===== src/rtl/expr_pkg.sv =====
// Shared types and ASCII constants for the expression evaluator.
package expr_pkg;

    typedef enum logic [2:0] {
        S_START,
        S_DIGIT,
        S_OP,
        S_ERR,
        S_DONE
    } state_e;

    localparam logic [7:0] CH_0    = 8'h30;
    localparam logic [7:0] CH_9    = 8'h39;
    localparam logic [7:0] CH_PLUS = 8'h2B;
    localparam logic [7:0] CH_MUL  = 8'h2A;
    localparam logic [7:0] CH_EQ   = 8'h3D;

endpackage


===== src/rtl/expr_char_class.sv =====
// Combinational ASCII classifier for the expression grammar.
module expr_char_class
    import expr_pkg::*;
(
    input  logic [7:0] in_char,
    output logic       is_digit,
    output logic       is_op,
    output logic       is_mul,
    output logic       is_eq,
    output logic       is_bad,
    output logic [3:0] digit
);

    always_comb begin
        is_digit = (in_char >= CH_0) && (in_char <= CH_9);
        is_mul   = (in_char == CH_MUL);
        is_op    = is_mul || (in_char == CH_PLUS);
        is_eq    = (in_char == CH_EQ);
        is_bad   = !(is_digit || is_op || is_eq);
        digit    = is_digit ? 4'(in_char - CH_0) : 4'd0;
    end

endmodule


===== src/rtl/expr_eval_ctrl.sv =====
// Streaming evaluator for digit ((+|*) digit)* '=' with '*' over '+'.
module expr_eval_ctrl
    import expr_pkg::*;
#(
    parameter int W       = 8,
    parameter int MAX_LEN = 32
) (
    input  logic         clk,
    input  logic         clr,
    input  logic         in_valid,
    output logic         in_ready,
    input  logic [7:0]   in_char,
    output logic         res_valid,
    input  logic         res_ready,
    output logic         res_ok,
    output logic         res_ovf,
    output logic [W-1:0] res_value,
    output logic         busy
);

    localparam int LW = $clog2(MAX_LEN + 1);
    localparam logic [LW-1:0] LEN_MAX = LW'(MAX_LEN);

    logic         is_digit;
    logic         is_op;
    logic         is_mul;
    logic         is_eq;
    logic         is_bad;
    logic         is_plus;
    logic [3:0]   digit;

    state_e       state_q;
    logic [W-1:0] sum_q;
    logic [W-1:0] term_q;
    logic         mul_pend_q;
    logic [LW-1:0] len_q;
    logic         err_q;
    logic         ovf_q;
    logic         in_ready_q;
    logic         res_valid_q;
    logic         res_ok_q;
    logic         res_ovf_q;
    logic [W-1:0] res_value_q;
    logic         busy_q;

    logic         accept;
    logic [W:0]   sum_d;
    logic [W+3:0] prod_d;
    logic         prod_ovf;
    logic         fin_ok;

    expr_char_class u_cls (
        .in_char  (in_char),
        .is_digit (is_digit),
        .is_op    (is_op),
        .is_mul   (is_mul),
        .is_eq    (is_eq),
        .is_bad   (is_bad),
        .digit    (digit)
    );

    // sum_d doubles as the '+' update and the final result; bit W is the carry.
    assign is_plus  = is_op & ~is_mul;
    assign accept   = in_valid & in_ready_q;
    assign sum_d    = {1'b0, sum_q} + {1'b0, term_q};
    assign prod_d   = {4'b0, term_q} * {{W{1'b0}}, digit};
    assign prod_ovf = |prod_d[W+3:W];
    assign fin_ok   = ~err_q & (state_q == S_DIGIT);

    always_ff @(posedge clk or posedge clr) begin
        if (clr) begin
            state_q     <= S_START;
            sum_q       <= '0;
            term_q      <= '0;
            mul_pend_q  <= 1'b0;
            len_q       <= '0;
            err_q       <= 1'b0;
            ovf_q       <= 1'b0;
            in_ready_q  <= 1'b1;
            res_valid_q <= 1'b0;
            res_ok_q    <= 1'b0;
            res_ovf_q   <= 1'b0;
            res_value_q <= '0;
            busy_q      <= 1'b0;
        end else if (state_q == S_DONE) begin
            if (res_ready) begin
                state_q     <= S_START;
                sum_q       <= '0;
                term_q      <= '0;
                mul_pend_q  <= 1'b0;
                len_q       <= '0;
                err_q       <= 1'b0;
                ovf_q       <= 1'b0;
                in_ready_q  <= 1'b1;
                res_valid_q <= 1'b0;
                busy_q      <= 1'b0;
            end
        end else if (accept) begin
            busy_q <= 1'b1;
            if (is_eq) begin
                state_q     <= S_DONE;
                in_ready_q  <= 1'b0;
                res_valid_q <= 1'b1;
                res_ok_q    <= fin_ok;
                res_value_q <= fin_ok ? sum_d[W-1:0] : '0;
                res_ovf_q   <= fin_ok & (ovf_q | sum_d[W]);
                if (state_q == S_OP) err_q <= 1'b1;
            end else begin
                if (len_q == LEN_MAX) err_q <= 1'b1;
                else len_q <= len_q + LW'(1);
                unique case (state_q)
                    S_START: begin
                        unique case (1'b1)
                            is_digit: begin
                                term_q  <= W'(digit);
                                state_q <= S_DIGIT;
                            end
                            is_op, is_bad: begin
                                err_q   <= 1'b1;
                                state_q <= S_ERR;
                            end
                        endcase
                    end
                    S_DIGIT: begin
                        unique case (1'b1)
                            is_plus: begin
                                sum_q   <= sum_d[W-1:0];
                                if (sum_d[W]) ovf_q <= 1'b1;
                                state_q <= S_OP;
                            end
                            is_mul: begin
                                mul_pend_q <= 1'b1;
                                state_q    <= S_OP;
                            end
                            is_digit, is_bad: begin
                                err_q   <= 1'b1;
                                state_q <= S_ERR;
                            end
                        endcase
                    end
                    S_OP: begin
                        unique case (1'b1)
                            is_digit: begin
                                term_q     <= mul_pend_q ? prod_d[W-1:0] : W'(digit);
                                if (mul_pend_q && prod_ovf) ovf_q <= 1'b1;
                                mul_pend_q <= 1'b0;
                                state_q    <= S_DIGIT;
                            end
                            is_op, is_bad: begin
                                err_q   <= 1'b1;
                                state_q <= S_ERR;
                            end
                        endcase
                    end
                    default: ;
                endcase
            end
        end
    end

    assign in_ready  = in_ready_q;
    assign res_valid = res_valid_q;
    assign res_ok    = res_ok_q;
    assign res_ovf   = res_ovf_q;
    assign res_value = res_value_q;
    assign busy      = busy_q;

endmodule

===== config.mk =====
export PLATFORM = sky130hd
export DESIGN_NAME = expr_eval_ctrl
export DESIGN_NICKNAME = d
export VERILOG_FILES = /design/src/rtl/expr_pkg.sv /design/src/rtl/expr_char_class.sv /design/src/rtl/expr_eval_ctrl.sv
export SDC_FILE = /design/constraint.sdc
export NUM_CORES = 1
export LEC_CHECK = 0
export CAP_MARGIN = 20
export CORE_UTILIZATION = 45
export CTS_CLUSTER_DIAMETER = 60
export CTS_CLUSTER_SIZE = 40
export DETAILED_ROUTE_END_ITERATION = 10
export GPL_TIMING_DRIVEN = 0
export HOLD_SLACK_MARGIN = 0.08
export PLACE_DENSITY = 0.69
export SKIP_LAST_GASP = 1
export SLEW_MARGIN = 20
export SYNTH_ARGS = -nofsm -noshare
export SYNTH_HDL_FRONTEND = slang
export SYNTH_SLANG_ARGS = --single-unit

===== constraint.sdc =====
create_clock -name clk -period 5.9 [get_ports clk]
set_clock_uncertainty 0.05 [all_clocks]
set_input_delay 0.59 -clock clk [delete_from_list [all_inputs] [get_ports clk]]
set_output_delay 0.59 -clock clk [all_outputs]
set_load 0.005 [all_outputs]

### Yosys cells after proc, flatten, opt, wreduce, memory -nomap -nowiden

Index checks and enable logic that the tools add are counted.

* register bits: 41
* input bits: 12
* output and inout port bits: 13
* logic and storage cells: 132

* add/sub/neg operators: 3
* multiply operators: 1
* order comparisons: 2
* equality and inequality tests: 17
* muxes and demuxes: 59
* bitwise operators: 8
* reduce and logical (&&, ||, !) cells: 29

Operator list (number)
* 8-bit 2-to-1 mux: 13
* 6-bit 2-to-1 mux: 5
* 1-bit 2-to-1 mux: 29
* 8-bit by 6-bit == test with 1-bit output, second input constant: 3
* 3-bit case mux with 2 select lines: 3
* 8-bit case mux with 2 select lines: 1
* 8-bit by 4-bit multiplier with 12-bit output: 1
* 3-bit 2-to-1 mux: 4
* 3-bit by 2-bit != test with 1-bit output, second input constant: 4
* 3-bit AND reduction: 4
* 6-bit AND reduction: 2
* 8-bit by 8-bit adder with 9-bit output: 1
* 8-bit by 6-bit >= comparator with 1-bit output, second input constant: 1
* 8-bit by 6-bit <= comparator with 1-bit output, second input constant: 1
* 8-bit AND reduction: 1
* 2-bit nonzero test: 4
* 2-bit OR reduction: 4
* 6-bit by 1-bit adder with 6-bit output, second input constant: 1
* 6-bit == test, second input constant: 1
* 3-bit != test, second input constant: 2
* 1-bit case mux with 2 select lines: 3
* 3-bit nonzero test: 2
* 5-bit AND reduction: 1
* 1-bit bitwise AND: 4
* 18 further kinds: 24

### Depth between registers and ports, before layout

* word-level depth: 12
* gate-level depth with buffers: 16

### By module

A second synthesis with hierarchy kept.

* cells, all modules: 359
* area, all modules: 3323.2 sq um

By module, submodules not included
* expr_eval_ctrl: times used 1, cells each 341, area an instance 3181.8 sq um, sequential area each 1027.2 sq um
* expr_char_class: times used 1, cells each 18, area an instance 141.4 sq um, sequential area each 0.0 sq um

### Least setup slack after synthesis

OpenSTA, ideal clock, no wires.

* kind: input to register
* from: in in_char[5]
* to: reg ovf_q
* data arrival time: 3843 ps
* setup slack: 1870 ps
* cell stages on the path: 16
* path through: nor3b_1 > and3_1 > clkbuf_1 > clkbuf_1 > and3_1 > fa_1 > inv_1 > fa_1 > inv_1 > ha_1 > a211oi_1 > o21bai_1 > a21oi_1 > mux2i_1 > o211ai_1 > nor4bb_1

* cells in the longest elaborated chain, start to end: 8
* elaborated cells on any way between the ends: 18
* those cells by class: mul: 1; order compare: 2; eq/ne: 7; mux: 1; bitwise: 2; reduce/logical: 5

RTL lines
* start: declaration: line expr_eval_ctrl.sv:12 `input logic [7:0] in_char,`
* 8-bit by 6-bit >= comparator with 1-bit output or 8-bit by 6-bit <= comparator with 1-bit output (tied branches): line expr_char_class.sv:15 `is_digit = (in_char >= CH_0) && (in_char <= CH_9);`
* 1-bit logical AND: line expr_char_class.sv:15
* 4-bit 2-to-1 mux: line expr_char_class.sv:20 `digit = is_digit ? 4'(in_char - CH_0) : 4'd0;`
* 8-bit by 4-bit multiplier with 12-bit output: line expr_eval_ctrl.sv:66 `assign prod_d = {4'b0, term_q} * {{W{1'b0}}, digit};`
* 4-bit OR reduction: line expr_eval_ctrl.sv:67 `assign prod_ovf = |prod_d[W+3:W];`
* 1-bit logical AND: line expr_eval_ctrl.sv:145 `if (mul_pend_q && prod_ovf) ovf_q <= 1'b1;`
* 3-bit by 2-bit != test with 1-bit output (no line)
* 8-bit AND reduction (no line) (*)
* end signal: assignment: line expr_eval_ctrl.sv:78 `ovf_q <= 1'b0;`
* end signal: assignment: line expr_eval_ctrl.sv:93 `ovf_q <= 1'b0;`
* end signal: assignment: line expr_eval_ctrl.sv:145
* end: declaration: line expr_eval_ctrl.sv:38 `logic ovf_q;`

Every way passes the cells marked *; elsewhere a longest branch is shown, timed or not.
A chain may end at the register's enable or synchronous reset.

### Worst setup path after layout

* from: in in_char[1]
* to: reg ovf_q

The elaborated chain is that of the path after synthesis.

==> impl_metrics.json <==
{
  "cts-resized-gates": 0,
  "min_path_cells": 2,
  "antenna_cells": 0,
  "pwr-share-comb": 0.044,
  "p_leak_uw": 0.00183,
  "min_period_ns": 4.95,
  "routedWlPerCell_um": 15.2,
  "path_clk_slew_ns": 0.08,
  "drtIter0Drc": 159,
  "grt_max_degree": 34,
  "pwr-share-seq": 0.520,
  "cp.required_ns": 6.01,
  "drt_pre_antenna_iters": 4,
  "synth_fp_nets": 413,
  "route.top_layer_used": "met4",
  "initial_core_util": 0.475,
  "synthAdderAreaFrac": 0.177,
  "end_kind": "flip-flop",
  "yosys_warnings": 0,
  "io_buffers": 24,
  "async_flop_share": 1.00,
  "cts_setup_buffers": 0,
  "intPower_uw": 429,
  "max_slew_margin": 0.295,
  "synth_area_per_cell_sq_um": 9.11,
  "hold_slack_ns": 0.430,
  "hold_class": "flip-flop to flip-flop",
  "grt_overflow_total": 0,
  "drc_errors": 0,
  "clkPwrFrac": 0.436,
  "ys_types": 59,
  "grt_usage": 0.218,
  "critPathKind": "primary input to flip-flop",
  "reg2reg_to": "ovf_q$_DFFE_PP0P_",
  "synth_compound_area_frac": 0.174,
  "hold_buffers": 0,
  "worst_pin_slew_ns": 1.05,
  "finalCritPeriodShare": 0.839,
  "drt-met1-wl_um": 3520,
  "cts_max_level": 2,
  "p_per_area_mw_per_mm2": 142,
  "syn2layout_area_growth_pct": 15.1,
  "synthFlopType": "dfrtp_1",
  "grt_antenna_before_repair": 0,
  "cts.sinks": 41,
  "die-area_sq_mm": 0.00768,
  "drive_above_1_share": 0.0658,
  "switching_power_uw": 111,
  "fp.dieH_um": 87.6,
  "cp-start-kind": "primary input",
  "hold_viol": 0,
  "worst-path-max-fanout": 10,
  "synth_top_family_by_area": "simple AND/OR/NAND/NOR gates",
  "r2r_cells": 12,
  "fmax_mhz": 202,
  "rsz0062_at_grt": "false",
  "fin_nets": 445,
  "syn_inst": 362,
  "gp_congestion": 0.819,
  "synth_xor_area_frac": 0.0345,
  "cp.arrival_ns": 5.06,
  "synth_edf_count": 0,
  "grt_pass1_wl_um": 12900,
  "yosysSeqAreaShare": 0.311,
  "drtAntennaViolNets": 0,
  "ys_ff_latch": 41,
  "wl_um": 7440,
  "rows": 30,
  "r2r_start": "term_q[1]$_DFFE_PP0P_",
  "maxCapViolCount": 0,
  "syn_area_sq_mm": 0.00330,
  "cts_tree": "built",
  "io_pins": 25,
  "grt_pass1_vias": 2734,
  "clockRootBuffer": "clkbuf_8",
  "switching_share": 0.206,
  "maxSlewViolCount": 0,
  "status": "finished clean",
  "core_sq_mm": 0.00694,
  "setup_viol": 0,
  "clk_path_buf_depth": 2,
  "setup_tns_ns": 0,
  "routed_via_density": 5.62,
  "dp_hpwl_um": 5810,
  "wl_met3_um": 265,
  "irDropWorstVdd_mv": 0.122,
  "vias": 2759,
  "hold_path_startpoint": "res_value[2]$_DFFE_PP0P_",
  "cts_made_buffers": 5,
  "die_w_um": 87.6,
  "r2r_slack_ns": 2.37,
  "synth-simple-area-share": 0.229,
  "wl_met2_um": 3500,
  "synthMuxAreaShare": 0.0220,
  "min_to": "res_value[2]$_DFFE_PP0P_",
  "clk_latency_ns": 0.29
}
[placed cells by master, fill, tap and decap left out, types with 3 or more instances in the layout]
cell,instances
a211oi_1,4
a21o_1,4
a21oi_1,13
a22o_1,7
and2_1,5
and3_1,23
buf_4,3
clkbuf_1,6
clkbuf_8,6
clkdlybuf4s50_1,24
dfrtp_1,40
fa_1,13
ha_1,26
inv_1,27
mux2i_1,5
nand2_1,40
nand2b_1,3
nand3_1,9
nand4_1,4
nor2_1,24
nor2b_1,5
nor3_1,11
nor3b_1,4
nor4_1,3
o21a_1,3
o21ai_0,20
o31ai_1,3
o41ai_1,5
xnor2_1,8
xor2_1,5
[cell type report]
cell class / count / area (sq um)
fill: 660 / 3150
clock buffer: 7 / 86.3
clock inverter: 1 / 30.0
multi-input combinational: 282 / 2100
buffer: 11 / 62.6
timing repair buffer: 25 / 260
tap: 96 / 120
inverter: 28 / 105
sequential: 41 / 1030
[worst max-delay path by stage]
stage / cells after the start / endpoint / slack, ns / start
after floorplan: 16 / ovf_q$_DFFE_PP0P_ / 1.87 / in_char[5]
after CTS: 16 / ovf_q$_DFFE_PP0P_ / 0.99 / in_char[1]
final: 17 / ovf_q$_DFFE_PP0P_ / 0.95 / in_char[1]
after global placement: 17 / ovf_q$_DFFE_PP0P_ / 0.74 / in_char[1]
after detailed placement: 17 / ovf_q$_DFFE_PP0P_ / 0.70 / in_char[1]
after global routing: 17 / ovf_q$_DFFE_PP0P_ / 0.65 / in_char[1]
[power by group through the flow]
stage | clock network, uW | registers (uW) | logic (uW)
after floorplan | 0 | 286 | 8.51
after global placement | 0 | 286 | 22.0
after detailed placement | 0 | 286 | 24.2
after CTS | 238 | 281 | 24.3
after global routing | 255 | 281 | 27.0
final | 235 | 281 | 24.0
[through the flow]
| stage | setup slack [ns] | instances | cell area [sq um] | util | total power (uW) |
|---|---|---|---|---|---|
| 3_3_place_gp | 0.736 | 482 | 3660 | 0.527 | 308 |
| 5_1_grt | 0.649 | 491 | 3800 | 0.547 | 563 |
| 3_5_place_dp | 0.700 | 483 | 3680 | 0.530 | 311 |
| 2_1_floorplan | 1.87 | 362 | 3300 | - | 295 |
| 4_1_cts | 0.992 | 491 | 3800 | 0.547 | 543 |
| 6_report | 0.951 | 491 | 3800 | 0.547 | 540 |
[sequential cells by signal, indices dropped and copies added, names as in the netlist]
register	flops
res_ovf	1
res_value	8
sum_q	8
state_q	3
res_ok	1
ovf_q	1
res_valid	1
err_q	1
term_q	8
mul_pend_q	1
busy	1
len_q	6
in_ready	1
[logic make-up (layout without fill, tap and decap cells)]
logic type / Yosys count / count (layout)
xor+xnor: 13 / 13
mux: 7 / 7
compound gates: 81 / 81
flops: 41 / 41
buf+inv: 39 / 72
fa+ha+maj: 39 / 39
simple gates: 142 / 142
[per-layer routing]
| layer | vias up | GRT usage |
|---|---|---|
| met3 | 12 | 0.0471 |
| li1 | 1356 | - |
| met2 | 60 | 0.346 |
| met5 | - | 0 |
| met4 | 0 | 0.0641 |
| met1 | 1331 | 0.300 |
[Yosys cell counts, types with 3 or more instances]
cell      number  area, sq um
dfrtp_1       40         1000
nand2_1       40          150
inv_1         28          105
ha_1          26          325
nor2_1        24         90.1
and3_1        23          144
o21ai_0       20          100
a21oi_1       13         65.1
fa_1          13          260
nor3_1        11         55.1
nand3_1        9         45.0
xnor2_1        8         70.1
a22o_1         7         61.3
and2_1         5         31.3
clkbuf_1       5         18.8
mux2i_1        5         50.1
nor2b_1        5         31.3
o41ai_1        5         43.8
xor2_1         5         43.8
a211oi_1       4         30.0
a21o_1         4         30.0
nand4_1        4         25.0
nor3b_1        4         30.0
buf_4          3         22.5
nand2b_1       3         18.8
nor4_1         3         18.8
o21a_1         3         22.5
o31ai_1        3         22.5
[worst max-delay path, cell delays in order]
cell and delay (ns):
clkdlybuf4s50_1 0.68, o21ai_0 0.18, and3_1 0.24, clkbuf_1 0.22, clkbuf_1 0.24, and3_1 0.24
fa_1 0.53, inv_1 0.05, fa_1 0.52, inv_1 0.04, ha_1 0.25, a211oi_1 0.39
nor3_1 0.15, o21a_1 0.20, nor3_1 0.18, o211ai_1 0.17, nor4bb_1 0.17
(Power assumes the default switching activity.)
